`config.mk`:
```
export PLATFORM = sky130hd
export DESIGN_NAME = prio_enc_q_flat
export DESIGN_NICKNAME = d
export VERILOG_FILES = /design/src/rtl/prio_enc_q_if.sv /design/src/rtl/prio_enc_q.sv /design/src/flat_wrapper.sv
export SDC_FILE = /design/constraint.sdc
export NUM_CORES = 1
export LEC_CHECK = 0
export BUFFER_PORTS_ARGS = -buffer_cell sky130_fd_sc_hd__buf_2
export CAP_MARGIN = 5
export CORE_MARGIN = 2
export CORE_UTILIZATION = 50
export DETAILED_ROUTE_END_ITERATION = 7
export HOLD_SLACK_MARGIN = 0.03
export PLACE_DENSITY = 0.83
export SLEW_MARGIN = 20
export SYNTH_ARGS = -nofsm -noshare
export SYNTH_HDL_FRONTEND = slang
export SYNTH_SLANG_ARGS = --single-unit
```
`constraint.sdc`:
```
create_clock -name clk -period 1.7 [get_ports clk]
set_input_delay 0.085 -clock clk [delete_from_list [all_inputs] [get_ports clk]]
set_output_delay 0.085 -clock clk [all_outputs]
set_load 0.02 [all_outputs]
```
`src/rtl/prio_enc_q_if.sv`:
```
// Request/grant bundle for prio_enc_q: request capture inputs plus the valid/ready grant stage.
interface prio_enc_q_if #(
  parameter int unsigned N = 8
);
  localparam int unsigned IDXW = $clog2(N);

  logic            en;
  logic [N-1:0]    req;
  logic            out_ready;
  logic            out_valid;
  logic [IDXW-1:0] out_idx;
  logic [N-1:0]    out_onehot;
  logic            out_multi;
  logic            busy;

  // Request source / consumer side
  modport master (
    output en, req, out_ready,
    input  out_valid, out_idx, out_onehot, out_multi, busy
  );

  // Encoder side
  modport slave (
    input  en, req, out_ready,
    output out_valid, out_idx, out_onehot, out_multi, busy
  );
endinterface

```
`src/rtl/prio_enc_q.sv`:
```
// Registered priority encoder: latches requests as sticky pending bits and issues one
// encoded grant per handshake, using fixed-priority or round-robin selection.
module prio_enc_q #(
  parameter int unsigned N  = 8,
  parameter int unsigned RR = 0
) (
  input logic         clk,
  input logic         rst_n,
  prio_enc_q_if.slave bus
);
  localparam int unsigned IDXW = $clog2(N);

  logic [N-1:0]    pend_q, pend_d;
  logic [IDXW-1:0] ptr_q, ptr_d;
  logic            valid_q, valid_d;
  logic [IDXW-1:0] idx_q, idx_d;
  logic [N-1:0]    onehot_q, onehot_d;
  logic            multi_q, multi_d;

  logic [N-1:0]    pend_eff;
  logic            load;
  logic            any_req;
  logic [IDXW-1:0] lo_idx, hi_idx, win;
  logic            hi_found;

  // Merge newly captured requests with pending ones; slot is free or draining this cycle
  always_comb begin
    pend_eff = pend_q | (bus.en ? bus.req : '0);
    load     = !valid_q || bus.out_ready;
    any_req  = |pend_eff;
  end

  // Winner: lowest set bit overall, or lowest set bit at/above ptr in round-robin mode
  always_comb begin
    lo_idx   = '0;
    hi_idx   = '0;
    hi_found = 1'b0;
    // Descending scan so the last hit is the lowest index
    for (int i = N - 1; i >= 0; i--) begin
      if (pend_eff[i]) begin
        lo_idx = IDXW'(i);
        if (IDXW'(i) >= ptr_q) begin
          hi_idx   = IDXW'(i);
          hi_found = 1'b1;
        end
      end
    end
    win = ((RR != 0) && hi_found) ? hi_idx : lo_idx;
  end

  // Next-state: grant on a free slot, otherwise accumulate requests while stalled
  always_comb begin
    pend_d   = pend_q;
    ptr_d    = ptr_q;
    valid_d  = valid_q;
    idx_d    = idx_q;
    onehot_d = onehot_q;
    multi_d  = multi_q;
    if (load) begin
      if (any_req) begin
        valid_d  = 1'b1;
        idx_d    = win;
        onehot_d = N'(1) << win;
        // More than one bit set iff clearing the lowest set bit leaves something
        multi_d  = |(pend_eff & (pend_eff - N'(1)));
        // Granted bit is consumed even if its req is still high this cycle
        pend_d   = pend_eff & ~(N'(1) << win);
        if (RR != 0) begin
          ptr_d = (win == IDXW'(N - 1)) ? '0 : win + 1'b1;
        end
      end else begin
        valid_d = 1'b0;
        pend_d  = '0;
      end
    end else begin
      pend_d = pend_eff;
    end
  end

  // State registers; reset discards pending and in-flight grants
  always_ff @(posedge clk or negedge rst_n) begin
    if (!rst_n) begin
      pend_q   <= '0;
      ptr_q    <= '0;
      valid_q  <= 1'b0;
      idx_q    <= '0;
      onehot_q <= '0;
      multi_q  <= 1'b0;
    end else begin
      pend_q   <= pend_d;
      ptr_q    <= ptr_d;
      valid_q  <= valid_d;
      idx_q    <= idx_d;
      onehot_q <= onehot_d;
      multi_q  <= multi_d;
    end
  end

  assign bus.out_valid  = valid_q;
  assign bus.out_idx    = idx_q;
  assign bus.out_onehot = onehot_q;
  assign bus.out_multi  = multi_q;
  assign bus.busy       = (|pend_q) | valid_q;

endmodule

```
`src/flat_wrapper.sv`:
```
// flat-port wrapper written by rule: the top's interface ports become plain ports
module prio_enc_q_flat 
#(
  parameter int unsigned N  = 8,
  parameter int unsigned RR = 0
)
  (clk, rst_n, bus_en, bus_req, bus_out_ready, bus_out_valid, bus_out_idx, bus_out_onehot, bus_out_multi, bus_busy);
  prio_enc_q_if #(.N(N)) bus_i ();
  input logic clk;
  input logic rst_n;
  input wire logic [$bits(bus_i.en)-1:0] bus_en;
  input wire logic [$bits(bus_i.req)-1:0] bus_req;
  input wire logic [$bits(bus_i.out_ready)-1:0] bus_out_ready;
  output wire logic [$bits(bus_i.out_valid)-1:0] bus_out_valid;
  output wire logic [$bits(bus_i.out_idx)-1:0] bus_out_idx;
  output wire logic [$bits(bus_i.out_onehot)-1:0] bus_out_onehot;
  output wire logic [$bits(bus_i.out_multi)-1:0] bus_out_multi;
  output wire logic [$bits(bus_i.busy)-1:0] bus_busy;
  assign bus_i.en = bus_en;
  assign bus_i.req = bus_req;
  assign bus_i.out_ready = bus_out_ready;
  assign bus_out_valid = bus_i.out_valid;
  assign bus_out_idx = bus_i.out_idx;
  assign bus_out_onehot = bus_i.out_onehot;
  assign bus_out_multi = bus_i.out_multi;
  assign bus_busy = bus_i.busy;
  prio_enc_q #(.N(N), .RR(RR)) u_core (.clk(clk), .rst_n(rst_n), .bus(bus_i));
endmodule
```
==> results.md, run 1 <==
- RePlAce Congestion: 0.896
- Least-Margin Pin Slew: 0.460 ns
- CP Launch Type: flop
- R2R Setup Slk: 0.07 ns
- GR Overflow Total: 0
- RSZ-0062 raised after global routing: false
- Syn_nets: 126
- Clock Path Buffers: 2
- Die Y: 51.2 microns
- DRT antenna net count: 0
- CP Capture Point: u_core.bus.out_onehot[0]
- CP arrival: 1.83 ns
- Min-Delay Path Depth: 3
- Setup crit start: u_core.pend_q[4]
- TritonCTS clock tree: yes
- All-layer global routing usage: between 20% and 30%
- Cell taking the most area after synthesis: dfrtp_1
- Clk Latency, worst-skew pair: 0.30 ns
- Fmax: 0.614 GHz
- Outcome: finished, final reports clean
- Worst vdd ir: 0.000810 V
- PD cells: 1040 nW/um^2
- Setup TNS Final: 0 ns
- Crit. End Element: flop
- Post-route setup slack: about 0.070 ns
- Fin Clk Skew: 0.00239 ns
- CTS buffer count: 3
- Post-synthesis cell count: 114
- Final hold violations: 0
- Layout cells sized above 1: 32.9%
- Crit Path Class: flop to flop
- Slew Viols, Final: 0
- Synthesis-to-layout area growth: 22.0%
- Hold Path Class: primary input to flop
- Syn Area/Cell: around 10 sq um
- Reg clk slew, reported paths: 0.11 ns
- Crit path max fanout: 5
- Synth top area share: 47.1%
- Cell Rows: 17
- Clock tree sinks: 21
- N_diodes: 0
- Initial DRC count: 24
- Root Buffer: clkbuf_4
- DRC Markers: 0
- Vias in the first global route: approximately 1100
- Ranking of synthesized cells by area: dfrtp_1 (47%), a21oi_1 (7.6%), nor2_1 (4.0%), a22o_1 (3.1%), nand2_1 (2.4%)
- Placed instance count: 172
- H-tree levels: 1
- Max-cap viol count: 0
- Largest net degree at the start of global routing: 22
- Drt first pass iters: 4
- Yosys reg bits: 21
- Worst slew margin: 69.3%
- Final Non-Filler Cells: between 150 and 200
- Synth Cell Area: between 1000 and 1500 sq um
- DR WL/cell: 15.4 microns
- Number of antenna violations at the first check in global routing: 0
- Core area: 2170 sq um
- IO Count: 26
- Placed cell area: roughly 1300 sq um
- Critical R2R Launch: u_core.pend_q[4]
- Final period utilization: 95.9%
- Ys Warns: 0
- # port buffers: 25
- NumNets Final: 162
- Final setup viols: 0
- Initial core utilization: 51.4%
- Die area: roughly 2600 sq um
- First-pass GRT wire length: around 4.6 mm
- Leakage: 0.587 nW
- Setup Buffers After CTS: 0
- Die W: 51.2 microns
- R2R cell count: 5
- Distinct cells, synth: 35
- Post-Route WL: 2.73 mm
- Via density: roughly 6.1
- RR Endpoint: u_core.bus.out_onehot[0]
- Final Instance Area: around 1400 sq um
- Pre-CTS setup slack: between 0.05 and 0.06 ns
- Register area share after synthesis: 47.1%
- Worst path required time: ~1.9 ns
- Min Tclk post-route: 1.63 ns
- DP Wirelength: between 2 and 2.5 mm
- Via count: around 1100
==> power by group <==
part / total [mW] / internal (mW) / switching [mW]
logic: 0.535 / 0.208 / 0.328
registers: 0.653 / 0.587 / 0.0661
clock network: 0.233 / 0.0916 / 0.141
==> layout make-up <==
| class | instances | area, sq um |
|---|---|---|
| clock buffer | 4 | 26.3 |
| fill | 200 | 808 |
| inverter | 1 | 3.75 |
| multi-input combinational | 89 | 563 |
| sequential | 21 | 526 |
| tap | 28 | 35.0 |
| timing repair buffer | 34 | 208 |
==> cell families (layout without fill, tap and decap cells) <==
group / after synthesis / after routing / share of synthesized area, %
AOI/OAI and AO/OA: 57 / 57 / 35.2
xor gates and xnor gates: 1 / 1 / 0.785
buffers and inverters: 4 / 39 / 3.14
DFF: 21 / 21 / 47.1
and+or+nand+nor: 31 / 31 / 13.8
==> routing by layer <==
| metal | up-vias | track usage (%) | part of all wire, % |
|---|---|---|---|
| met4 | 0 | 10.5 | 1.5 |
| met1 | 517 | 30.2 | 42 |
| li1 | 505 | - | - |
| met2 | 46 | 39.8 | 49 |
| met3 | 5 | 2.63 | 7.5 |
| met5 | - | 0 | 0 |
==> repair_timing <==
action | 4_1_cts | 5_1_grt
gates resized for setup | 0 | 1
hold endpoints to repair | 21 | 0
hold buffers | 1 | 0
endpoints found under the setup margin | 0 | 3
==> worst max-delay path: stages, from the launching register on <==
cell,delay (ns)
dfrtp_1,0.42
a21o_2,0.21
a221o_1,0.33
a21oi_4,0.21
a21oi_2,0.08
a32o_2,0.28
==> metrics by stage <==
step	hold slack, ns	total power, mW	utilization, %
final	0.112	1.42	62.7
after global routing	0.140	1.51	62.7
after CTS	0.114	1.42	62.4
after detailed placement	0.0617	1.19	60.7
after global placement	0.0565	1.17	60.7
after floorplan	-0.211	0.995	-
==> sequential cells by signal, indices dropped and copies added (netlist names) <==
name                   flops
u_core.bus.out_idx         3
u_core.bus.out_valid       1
u_core.pend_q              8
u_core.bus.out_multi       1
u_core.bus.out_onehot      8
==> placed cells by master, fill, tap and decap left out, types with 4 or more instances in the layout <==
cell type	instances
o21ai_0	5
nand2_1	7
buf_4	7
nor2_1	12
a22o_1	4
a21oi_1	17
buf_2	25
dfrtp_1	21
o22ai_1	4
==> worst min-delay path by stage <==
stage,from,end,slack [ns]
2_1_floorplan,rst_n,u_core.bus.out_idx[0],-0.21
3_3_place_gp,rst_n,u_core.bus.out_onehot[3],0.06
3_5_place_dp,rst_n,u_core.bus.out_idx[1],0.06
4_1_cts,bus_req[2],u_core.pend_q[2],0.11
5_1_grt,bus_req[2],u_core.pend_q[2],0.14
6_report,bus_req[2],u_core.pend_q[2],0.11
==> synth_stat cells <==
library cell   n
dfrtp_1       21
a21oi_1       17
nor2_1        12
nand2_1        7
o21ai_0        5
a22o_1         4
o22ai_1        4
a21o_1         3
a21o_2         3
a21oi_2        3
a31oi_1        3
o21ai_1        3
o21ai_2        3
nand3_1        2
nand4_1        2
nor3_1         2
o21a_1         2
a211o_1        1
a21oi_4        1
a221o_1        1
a31o_1         1
a32o_1         1
a32o_2         1
and2_1         1
and4_1         1
buf_2          1
buf_6          1
buf_8          1
inv_1          1
nand2b_1       1
nand4_2        1
nor2b_1        1
nor3_2         1
o211ai_1       1
xnor2_1        1
Power figures use the tool's default switching activity.
==> run 2, diff against run 1 <==
- BUFFER_PORTS_ARGS: -buffer_cell sky130_fd_sc_hd__buf_2 -> default
- CELL_PAD_IN_SITES_DETAIL_PLACEMENT: default -> 0
- CELL_PAD_IN_SITES_GLOBAL_PLACEMENT: default -> 1
- CORE_UTILIZATION: 50 -> 46
- DONT_BUFFER_PORTS: default -> 1
- MAX_ROUTING_LAYER: default -> met4
- PLACE_DENSITY: 0.83 -> 0.84
==> run 2 against run 1 <==
Maximum frequency increased by 0.16%. Count of clock-buffer cells in the layout unchanged. Sequential power increased by 12%. Register-to-register slack about the same. Flip-flop and latch count unchanged. Design area decreased by 4.8%. First-iteration DRC count increased by 150%. Critical endpoint unchanged. Largest power group unchanged.
==> results.md, run 2 (synthesized netlist as in run 1, its figures left out) <==
- CP Buf/Inv Count: 0 (unchanged)
- Initial core utilization: 49.5% (-1.9 points)
- DP Wirelength: 2.04 mm (-4.3%)
- Clock tree sinks: 21 (unchanged)
- Cell Rows: 17 (unchanged)
- Worst path required time: 1.91 ns (about the same)
- Commonest non-fill, non-tap cell in the layout: dfrtp_1
- Fmax: 0.615 GHz (+0.16%)
- NetSw: 520 uW (-2.9%)
- Reg clk slew, reported paths: 0.11 ns (about the same)
- Commonest cells after routing, fill and taps aside: dfrtp_1 (21), a21oi_1 (17), nor2_1 (11)
- Die W: 53.3 microns (+3.9%)
- Clock share of power: 17.1% (+0.7 points)
- Crit. End Element: flop
- All-layer global routing usage: 22.6% (-0.91 points)
- DR WL/cell: 16.9 microns (+9.4%)
- Setup TNS Final: 0 ns (unchanged)
- GR Overflow Total: 0 (unchanged)
- N_diodes: 0 (unchanged)
- TritonCTS clock tree: yes
- Outcome: finished, final reports clean
- Die area: 2840 sq um (+8.0%)
- Largest net degree at the start of global routing: 22 (unchanged)
- PD cells: 1070 nW/um^2 (+2.4%)
- Crit Path Class: flop to flop
- Final period utilization: 95.7% (-0.15 points)
- Critical R2R Launch: u_core.pend_q[4]
- Initial DRC count: 59 (+150%)
- Slew Viols, Final: 0 (unchanged)
- CP Launch Type: flop
- CP arrival: 1.83 ns (about the same)
- Vias in the first global route: 954 (-11%)
- DRC Markers: 0 (unchanged)
- Max-cap viol count: 0 (unchanged)
- RePlAce Congestion: 0.966 (+7.7%)
- Fillers: 215 (+7.5%)
- Seq pwr share: 52.6% (+6.6 points)
- Fin Clk Skew: 0.00460 ns (+0.00221 ns)
- Root Buffer: clkbuf_4
- Layout cells sized above 1: 20.6% (-12 points)
- Worst slew margin: 39.7% (-30 points)
- H-tree levels: 1 (unchanged)
- Slowest cell on crit path: dfrtp_1
- Leakage: 0.512 nW (-13%)
- Min Tclk post-route: 1.63 ns (-0.00255 ns)
- CTS buffer count: 3 (unchanged)
- RSZ-0062 raised after global routing: false
- Drt first pass iters: 4 (unchanged)
- Via density: 6.23 (+2.8%)
- Post-Route WL: 2.69 mm (-1.7%)
- Total Power: 1.39 mW (-2.5%)
- Sw frac: 37.5% (-0.14 points)
- Setup crit start: u_core.pend_q[4]
- # port buffers: 0 (-100%)
- Least-Margin Pin Slew: 0.901 ns (+0.441 ns)
- Min-delay src: bus_en
- Crit-path max cell delay: 0.43 ns (about the same)
- DRT antenna net count: 0 (unchanged)
- Hold Path Class: primary input to flop
- Worst path cell trace: a21o_2 > a221o_1 > a21oi_4 > a21oi_2 > a32o_2
- Worst vdd ir: 0.000862 V (+6.4%)
- First-pass GRT wire length: 4.38 mm (-4.8%)
- Final hold violations: 0 (unchanged)
- Via count: 991 (-7.6%)
- Clock Path Buffers: 2 (unchanged)
- Final setup viols: 0 (unchanged)
- Crit path max fanout: 5 (unchanged)
- Die Y: 53.3 microns (+3.9%)
- Internal: 866 uW (-2.3%)
- Clk Latency, worst-skew pair: 0.30 ns (about the same)
- Comb power frac: 30.4% (-7.3 points)
- NumNets Final: 144 (-11%)
- Synthesis-to-layout area growth: 16.1%
- Number of antenna violations at the first check in global routing: 0 (unchanged)
- Core area: 2250 sq um (+3.9%)
- IO Count: 26 (unchanged)
- Crit path max-delay family: compound AO/OA/AOI/OAI gates
## run 2: routing by layer
layer | track usage (%) | vias to the layer above | part of all wire, %
met3 | 3.11 | 5 | 8.9
li1 | - | 468 | -
met2 | 32.9 | 46 | 46
met1 | 31.3 | 472 | 44
met4 | 10.3 | 0 | 1.2
met5 | - | - | 0
## run 2: per-stage QoR
step | utilization [%] | std cells | hold slack [ns] | worst slack (ns) | cell area, sq um
6_report | 57.5 | 159 | 0.0410 | 0.0730 | 1300
5_1_grt | 57.5 | 159 | 0.0795 | 0.00782 | 1300
4_1_cts | 57.4 | 159 | 0.0319 | 0.0501 | 1290
3_5_place_dp | 53.6 | 149 | -0.210 | 0.0814 | 1210
3_3_place_gp | 53.6 | 149 | -0.210 | 0.0580 | 1210
2_1_floorplan | - | 114 | -0.211 | 0.176 | 1120
## run 2: layout make-up
class	count	area (sq um)	area share (%)
inverter	1	3.75	0.290
timing repair buffer	16	148	11.4
clock buffer	4	26.3	2.03
sequential	21	526	40.5
tap	28	35.0	2.70
multi-input combinational	89	558	43.1
## run 2: power groups by stage
stage | combinational (mW) | sequential, mW | clock (mW)
2_1_floorplan | 0.269 | 0.726 | 0
3_3_place_gp | 0.377 | 0.733 | 0
3_5_place_dp | 0.378 | 0.735 | 0
4_1_cts | 0.416 | 0.726 | 0.242
5_1_grt | 0.471 | 0.743 | 0.261
6_report | 0.421 | 0.729 | 0.236
## run 2: worst reg2reg max path: cells and delay by family (launching register included)
family,cells,cell delay (ns)
AOI/OAI and AO/OA,5,1.10
DFF,1,0.43
## run 2: final timing paths
| kind | to | slack, ns | cells after the start |
|---|---|---|---|
| min in group asynchronous | u_core.bus.out_onehot[0] | 0.34 | 1 |
| max reg2reg | u_core.bus.out_onehot[0] | 0.07 | 5 |
| min | u_core.pend_q[0] | 0.04 | 2 |
| max in group asynchronous | u_core.pend_q[3] | 0.81 | 1 |
| max | u_core.bus.out_onehot[0] | 0.07 | 5 |
| min reg2reg | u_core.bus.out_onehot[3] | 0.64 | 1 |
## run 2: timing repair
item	in CTS	in global routing
setup endpoints to repair	0	4
hold endpoints to repair	25	0
buffers inserted	0	0
resized for setup	0	1
hold buffers	6	0
==> run 3, diff against run 2 <==
- CORE_ASPECT_RATIO: default -> 0.75
- PLACE_DENSITY: 0.84 -> 0.83
==> run 3 against run 2 <==
Critical path type unchanged. Critical path depth did not move. Sequential power fell by 1%. First-iteration DRC count rose by 41%.
==> results.md, run 3 (synthesized netlist as in run 1, its figures left out) <==
- Worst vdd ir: 0.000673 V (-22%)
- Hold Path Class: primary input to flop
- Commonest non-fill, non-tap cell in the layout: dfrtp_1
- H-tree levels: 1 (unchanged)
- # port buffers: 0 (unchanged)
- TritonCTS clock tree: yes
- Final setup viols: 0 (unchanged)
- Crit. End Element: flop
- Min-Delay Path Depth: 2 (unchanged)
- Synthesis-to-layout area growth: 19.1%
- First-pass GRT wire length: 4.63 mm (+5.7%)
- Fillers: 230 (+7.0%)
- Layout cells sized above 1: 23.1% (+2.5 points)
- Outcome: finished, final reports clean
- Clk Latency, worst-skew pair: 0.30 ns (about the same)
- Min Tclk post-route: 1.63 ns (+0.00228 ns)
- Slew Viols, Final: 0 (unchanged)
- Final period utilization: 95.8% (+0.13 points)
- Reg area: 526 sq um (unchanged)
- NumNets Final: 147 (+2.1%)
- N_diodes: 0 (unchanged)
- Area of the multi-input gates: 571 sq um (+2.2%)
- DP Wirelength: 2.14 mm (+4.8%)
- All-layer global routing usage: 23.9% (+1.3 points)
- Drt first pass iters: 4 (unchanged)
- Die area: 2840 sq um (+0.14%)
- DRC Markers: 0 (unchanged)
- CP Launch Type: flop
- IO Count: 26 (unchanged)
- Commonest cells after routing, fill and taps aside: dfrtp_1 (21), a21oi_1 (16), buf_4 (12)
- Initial DRC count: 83 (+41%)
- Reg clk slew, reported paths: 0.11 ns (about the same)
- Number of antenna violations at the first check in global routing: 0 (unchanged)
- DR WL/cell: 17.2 microns (+1.7%)
- Fin Clk Skew: 0.00235 ns (-0.00224 ns)
- Clock Path Buffers: 2 (unchanged)
- Max-cap viol count: 0 (unchanged)
- GR Overflow Total: 0 (unchanged)
- Via density: 6.07 (-2.6%)
- Setup TNS Final: 0 ns (unchanged)
- Initial core utilization: 48.7% (-0.76 points)
- Largest net degree at the start of global routing: 22 (unchanged)
- Placed cell area: 1210 sq um (+0.21%)
- Leakage: 0.525 nW (+2.6%)
- Crit path max fanout: 4 (-1)
- Core area: 2290 sq um (+1.6%)
- DRT antenna net count: 0 (unchanged)
- Clock tree sinks: 21 (unchanged)
- Die Y: 46.7 microns (-12%)
- Die W: 60.9 microns (+14%)
- RePlAce Congestion: 0.924 (-4.3%)
- Worst slew margin: 38.4% (-1.3 points)
- Vias in the first global route: 976 (+2.3%)
- PD cells: 1080 nW/um^2 (+0.65%)
- Crit Path Class: flop to flop
- Worst path required time: 1.90 ns (about the same)
- Least-Margin Pin Slew: 0.921 ns (+0.0195 ns)
- CTS buffer count: 3 (unchanged)
- RSZ-0062 raised after global routing: true
- Final hold violations: 0 (unchanged)
- Cell Rows: 15 (-2)
- Final Instance Area: 1330 sq um (+2.5%)
- Root Buffer: clkbuf_4
- CP arrival: 1.83 ns (about the same)
- Fmax: 0.614 GHz (-0.14%)
- R2R cell count: 5 (unchanged)
- Post-Route WL: 2.89 mm (+7.4%)
- Via count: 1020 (+2.9%)
==> run 3: cell types whose count changed in the layout (fill, tap and decap cells not counted) <==
cell and change:
a21oi_4 +1, dlygate4sd3_1 +1, and2_2 +1, buf_12 -1, and2_1 -1, a21oi_1 -1
buf_4 +3
==> run 3: per-stage QoR <==
stage | hold slack [ns] | utilization (%) | instances | power [mW] | setup WS, ns
final | 0.0248 | 58.0 | 168 | 1.43 | 0.0707
after global routing | 0.0586 | 58.0 | 168 | 1.52 | -0.0232
after CTS | 0.0317 | 56.2 | 165 | 1.42 | 0.0315
after detailed placement | -0.210 | 52.8 | 156 | 1.15 | 0.0538
after global placement | -0.210 | 52.8 | 156 | 1.14 | 0.0588
after floorplan | -0.211 | - | 114 | 0.995 | 0.176
==> run 3: cell type report <==
class	count	area share (%)
clock buffers	4	1.98
inverters	1	0.282
multi-input cells	89	42.9
flip-flops and latches	21	39.5
well taps	34	3.20
repair buffers	19	12.1
==> run 3: final timing paths <==
kind                                       start                  endpoint  slack, ns
worst min-delay path                  bus_req[1]          u_core.pend_q[1]       0.02
max in group asynchronous                  rst_n          u_core.pend_q[5]       0.78
worst max register to register  u_core.pend_q[5]  u_core.bus.out_onehot[5]       0.07
min in group asynchronous                  rst_n     u_core.bus.out_idx[1]       0.36
worst max-delay path            u_core.pend_q[5]  u_core.bus.out_onehot[5]       0.07
worst min register to register  u_core.pend_q[6]          u_core.pend_q[6]       0.62
==> run 3: metal layers <==
layer / global-route usage (%) / part of all wire (%) / vias to the layer above
li1: - / - / 478
met4: 8.70 / 1.8 / 0
met5: - / 0 / -
met3: 6.46 / 9.8 / 7
met2: 31.0 / 40 / 51
met1: 35.2 / 49 / 484
==> run 3: where the power goes <==
part	switching (mW)	internal, mW	total [mW]
Sequential	0.134	0.587	0.721
Combinational	0.262	0.214	0.476
Clock	0.142	0.0914	0.233
Total	0.538	0.892	1.43
==> run 3: what timing repair did <==
item / CTS / global route
buffers inserted: 0 / 1
hold buffers: 5 / 2
resized for setup: 0 / 4
hold endpoints to repair: 25 / 1
endpoints found under the setup margin: 0 / 12
==> run 3: worst max-delay path, stage by stage (launching register included) <==
cell and delay [ns]:
dfrtp_1 0.43, nor2_1 0.28, and4_1 0.30, nor3_2 0.07, and2_2 0.21, a22o_1 0.24
